--- src/rtl/imem_loader_pkg.sv ---
// Shared widths and FSM state encoding for the instruction memory boot loader.
package imem_loader_pkg;

    localparam int INST_WIDTH_LENGTH = 32;
    localparam int WADDR_WIDTH       = 18;
    localparam int BYTES_PER_WORD    = INST_WIDTH_LENGTH / 8;

    typedef enum logic [1:0] {
        ST_IDLE  = 2'd0,
        ST_LOAD  = 2'd1,
        ST_WRITE = 2'd2,
        ST_DONE  = 2'd3
    } state_t;

endpackage

--- src/rtl/imem_word_assembler.sv ---
// Collects four bytes little-endian into one instruction word; word_full flags the 4th byte.
module imem_word_assembler
    import imem_loader_pkg::*;
(
    input  logic                         clk,
    input  logic                         srst,
    input  logic                         clear,
    input  logic                         byte_en,
    input  logic [7:0]                   byte_data,
    output logic [INST_WIDTH_LENGTH-1:0] word,
    output logic                         word_full
);

    logic [1:0] byte_idx_reg;
    logic [7:0] lane_reg [BYTES_PER_WORD];

    always_ff @(posedge clk) begin
        if (srst || clear) begin
            byte_idx_reg <= 2'd0;
        end else if (byte_en) begin
            byte_idx_reg <= byte_idx_reg + 2'd1;
        end
    end

    // Each lane captures only when the byte index points at it; lane 0 is the LSB.
    generate
        for (genvar gi = 0; gi < BYTES_PER_WORD; gi++) begin : g_lane
            always_ff @(posedge clk) begin
                if (srst) begin
                    lane_reg[gi] <= 8'd0;
                end else if (byte_en && (byte_idx_reg == 2'(gi))) begin
                    lane_reg[gi] <= byte_data;
                end
            end
            assign word[8*gi +: 8] = lane_reg[gi];
        end
    endgenerate

    assign word_full = byte_en && (byte_idx_reg == 2'd3);

endmodule

--- src/rtl/imem_loader.sv ---
// Boot-time instruction memory writer: byte stream in, one write strobe per assembled word out.
module imem_loader
    import imem_loader_pkg::*;
(
    input  logic                         clk,
    input  logic                         rst,
    input  logic                         start,
    input  logic [WADDR_WIDTH-1:0]       word_count,
    input  logic [7:0]                   byte_data,
    input  logic                         byte_valid,
    output logic                         byte_ready,
    output logic                         we,
    output logic [WADDR_WIDTH-1:0]       waddr,
    output logic [INST_WIDTH_LENGTH-1:0] wdata,
    output logic                         busy,
    output logic                         done
);

    localparam logic [WADDR_WIDTH-1:0] ADDR_ONE = {{(WADDR_WIDTH-1){1'b0}}, 1'b1};

    state_t                  state_reg;
    logic [WADDR_WIDTH-1:0]  word_addr_reg;
    logic [WADDR_WIDTH-1:0]  count_reg;
    logic                    byte_en;
    logic                    load_start;
    logic                    word_full;

    assign load_start = start && ((state_reg == ST_IDLE) || (state_reg == ST_DONE))
                        && (word_count != '0);
    assign byte_en    = byte_valid && (state_reg == ST_LOAD);

    imem_word_assembler u_assembler (
        .clk       (clk),
        .srst      (rst),
        .clear     (load_start),
        .byte_en   (byte_en),
        .byte_data (byte_data),
        .word      (wdata),
        .word_full (word_full)
    );

    always_ff @(posedge clk) begin
        if (rst) begin
            state_reg     <= ST_IDLE;
            word_addr_reg <= '0;
            count_reg     <= '0;
        end else begin
            case (state_reg)
                ST_IDLE, ST_DONE: begin
                    if (start) begin
                        if (word_count == '0) begin
                            state_reg <= ST_DONE;
                        end else begin
                            count_reg     <= word_count;
                            word_addr_reg <= '0;
                            state_reg     <= ST_LOAD;
                        end
                    end
                end
                ST_LOAD: begin
                    if (word_full) begin
                        state_reg <= ST_WRITE;
                    end
                end
                ST_WRITE: begin
                    if (word_addr_reg == count_reg - ADDR_ONE) begin
                        state_reg <= ST_DONE;
                    end else begin
                        word_addr_reg <= word_addr_reg + ADDR_ONE;
                        state_reg     <= ST_LOAD;
                    end
                end
                default: state_reg <= ST_IDLE;
            endcase
        end
    end

    // All handshake/status outputs decode straight off the state register, so
    // byte_valid never reaches byte_ready combinationally.
    assign byte_ready = (state_reg == ST_LOAD);
    assign we         = (state_reg == ST_WRITE);
    assign busy       = (state_reg == ST_LOAD) || (state_reg == ST_WRITE);
    assign done       = (state_reg == ST_DONE);
    assign waddr      = word_addr_reg;

endmodule

--- config.mk ---
export PLATFORM = sky130hd
export DESIGN_NAME = imem_loader
export DESIGN_NICKNAME = d
export VERILOG_FILES = /design/src/rtl/imem_loader_pkg.sv /design/src/rtl/imem_word_assembler.sv /design/src/rtl/imem_loader.sv
export SDC_FILE = /design/constraint.sdc
export NUM_CORES = 1
export LEC_CHECK = 0
export ABC_AREA = 1
export CORE_ASPECT_RATIO = 1.5
export CORE_MARGIN = 2
export CORE_UTILIZATION = 45
export DETAILED_ROUTE_END_ITERATION = 16
export GPL_TIMING_DRIVEN = 0
export PLACE_DENSITY = 0.82
export SYNTH_ARGS = -nofsm -noshare
export SYNTH_HDL_FRONTEND = slang
export SYNTH_SLANG_ARGS = --single-unit
--- constraint.sdc ---
create_clock -name clk -period 1.9 [get_ports clk]
set_input_delay 0.57 -clock clk [delete_from_list [all_inputs] [get_ports clk]]
set_output_delay 0.57 -clock clk [all_outputs]
set_load 0.02 [all_outputs]
==> results.cfg <==
[sta]
fin_crit_sh_pct = 109
rsz0062_at_grt = yes
finalCriticalPeriod_ns = 2.07
worst-slew-pin-transition_ns = 0.536
hold_viol = 0
finalWorstSetupSlack_ns = -0.167
timing.max_slew.rel_slack_pct = 64.3
clock-skew-final_ns = 0.00304
drv_slew = 0
max_freq_ghz = 0.484
setup_viol = 18

[critical_path]
crit_cells = 14
worstPathBufferInverterCount = 3
cp-end-kind = flop
r2r_slack_ns = -0.17
critical_path_required_time_ns = 2.17
crit_type = reg2reg
crit_path_cell_trace = inv_2 > ha_4 > buf_6 > xor2_2 > nand2_1 > nand2_1 > nor2_1 > nand2_1 > nor2_2 > nand3_4 > o21bai_4 > buf_6 > nand2_1 > a21oi_2
r2r.worst_path.cells = 14
crit_path_max_incr_delay_ns = 0.36
rr_endpoint = waddr[3]
critPathLaunchType = flop
crit_arrival_ns = 2.33
crit_path_max_fanout = 5
critical_path.reg2reg.startpoint = count_reg[1]
timing.critical_path.from = count_reg[1]
cp_top_family = simple AND/OR/NAND/NOR gates
endpoint = waddr[3]
cp_common_cell = nand2_1
crit_slowest_cell = dfxtp_2

[grt]
grt_pass1_wl_mm = 19.0
largest_net_degree_at_the_start_of_global_routing = 14
total_routing_resource_utilization_after_global_routing_pct = 25.2
overflow = 0
first_global_vias = 4090
grt_antenna_before_repair = 0

[finish]
ff_latch_area_um2 = 1780
num_antenna_cells = 0
post_route_cells_drive_above_1_share_pct = 17.8
layout-area-overhead-vs-synth_pct = 40.4
combined_area_of_the_multi_input_logic_cells_um2 = 2240
largest_reg_flops = 32
mostFrequentLayoutCell = nand2_1
final_layout_net_count = 702
postLayoutCellArea_um2 = 5800
utilization_pct = 65.3
fillCellCount = 731
commonest_cells_after_routing_fill_and_taps_aside = 107 x nand2_1, 96 x nor2_1, 53 x clkdlybuf4s50_1

[power_and_ir_drop]
pwr_density_cell_nw_per_um2 = 1230
worst_supply_voltage_drop_on_vdd_mv = 0.664
cellLeakagePower_uw = 0.00253
fin_total_pwr_uw = 7110

[cts]
cts_root_buffer = clkbuf_16
cts-buffers-inserted = 9
cts_htree_levels = 3
buffer_levels_on_the_longest_clock_path = 2
clkLatencyLatePin_ns = 0.34
clkTransAtPathRegs_ns = 0.06
tritoncts_clock_tree = yes
clkSinkCount = 72

[place]
placed_area_um2 = 5120
gp_congestion = 0.935
dp_hpwl_mm = 8.93
place.port_buffers = 83

[detailed_routing]
first_drt_pass_iteration_count = 4
drc = 0
drt_first_iter_violations = 157
drt-vias-per-instance = 5.30
ant_nets = 0
via_count = 4117
routedWlPerCell_um = 15.3
wl_mm = 11.9

[synth]
ys_top_cells_by_area = edfxtp_1 23%, dfxtp_1 19%, nand2_1 11%, nor2_1 9.0%, inv_1 5.2%
netlist-cell-type-count = 36
synth_seq_cells = 72
seq_area_frac_synth_pct = 42.7
syn-mean-instance-area_um2 = 7.47
synth.cell_area_um2 = 4130
synth-warning-count = 0
syn_inst = 553
synth_top_area_cell = edfxtp_1
synth_top_area_share_pct = 23.3
synth_fp_nets = 593

[floorplan]
coreArea_um2 = 8880
placement_rows = 42
die_w_um = 82.2
die_y_um = 121
starting_density_of_the_core_pct = 46.5
num_io_pins = 84
design.die.area_um2 = 9980

[min_path]
hp-start = state_reg[1]
min_delay_path_depth = 2
min_path_type = reg2reg

[run_status]
status = complete, but fails checks
violations = negative setup slack

[flow_run]
max_cap_violations = 0
==> logic make-up (layout without fill, tap and decap cells) <==
group / Yosys count / after routing / share of synthesized area [%]
AOI/OAI and AO/OA: 65 / 65 / 8.66
and+or+nand+nor: 300 / 300 / 32.0
buffers and inverters: 78 / 192 / 7.73
DFF: 72 / 72 / 42.7
adders and majority gates: 10 / 10 / 3.03
xor gates and xnor gates: 28 / 28 / 5.94
==> how the worst min path moves through the flow <==
stage / end / slack, ns
5_1_grt: state_reg[1] / 0.54
3_5_place_dp: count_reg[17] / 0.51
2_1_floorplan: u_assembler.byte_idx_reg[1] / 0.48
6_report: state_reg[1] / 0.50
4_1_cts: state_reg[1] / 0.51
3_3_place_gp: u_assembler.byte_idx_reg[1] / 0.50
==> cell usage after synthesis <==
master and number:
a211oi_1 1, a21oi_1 34, a21oi_2 1, buf_1 1
buf_2 4, buf_4 1, buf_6 2, clkbuf_1 8
clkbuf_2 2, clkinv_1 2, dfxtp_1 40, edfxtp_1 32
ha_1 10, inv_1 57, inv_2 1, nand2_1 118
nand2_2 2, nand2_4 2, nand3_1 40, nand3_2 2
nand3b_1 3, nand4_1 9, nor2_1 99, nor2_2 9
nor2_4 3, nor2_8 1, nor3_1 10, nor4_1 2
o21ai_0 22, o21ai_1 2, o21bai_1 2, o21bai_2 1
o21bai_4 1, o22ai_1 1, xnor2_1 9, xor2_1 19
==> stage by stage <==
stage	hold WS, ns	cells	setup WS [ns]	TNS (ns)
after floorplan	0.475	553	0.000400	0
after global placement	0.499	746	-0.832	-42.67
after detailed placement	0.506	746	-0.884	-46.98
after CTS	0.509	772	-0.150	-2.02
after global routing	0.537	777	-0.317	-5.30
final	0.504	777	-0.167	-2.71
==> final cells by class <==
cell class / instances / area share, %
clock buffer: 9 / 3.88
buffer: 18 / 2.14
clock inverter: 7 / 1.23
inverter: 60 / 4.16
multi-input combinational: 403 / 38.6
tap: 110 / 2.37
timing repair buffer: 98 / 16.9
sequential: 72 / 30.6
==> metal layers <==
layer | share of wire, % | GRT usage [%]
met1 | 35 | 26.1
met2 | 53 | 44.2
met3 | 5.8 | 5.36
met4 | 5.6 | 16.5
met5 | 0 | 0
==> timing repair <==
action | 4_1_cts | 5_1_grt
hold endpoints to repair | 0 | 0
hold buffers | 0 | 0
pin swaps | 7 | 18
setup buffers | 9 | 3
gates cloned | 1 | 2
endpoints found under the setup margin | 88 | 70
resized for setup | 67 | 52
==> where the power goes <==
group,switching [µW],internal (µW)
sequential,265,1870
clock,643,1010
combinational,2010,1310
==> worst reg2reg max path, cell delays in order (launching register included) <==
cell and delay, ns:
dfxtp_2 0.36, inv_2 0.06, ha_4 0.19, buf_6 0.12
xor2_2 0.13, nand2_1 0.05, nand2_1 0.04, nor2_1 0.08
nand2_1 0.09, nor2_2 0.15, nand3_4 0.13, o21bai_4 0.25
buf_6 0.17, nand2_1 0.06, a21oi_2 0.12
(Power assumes the default switching activity.)
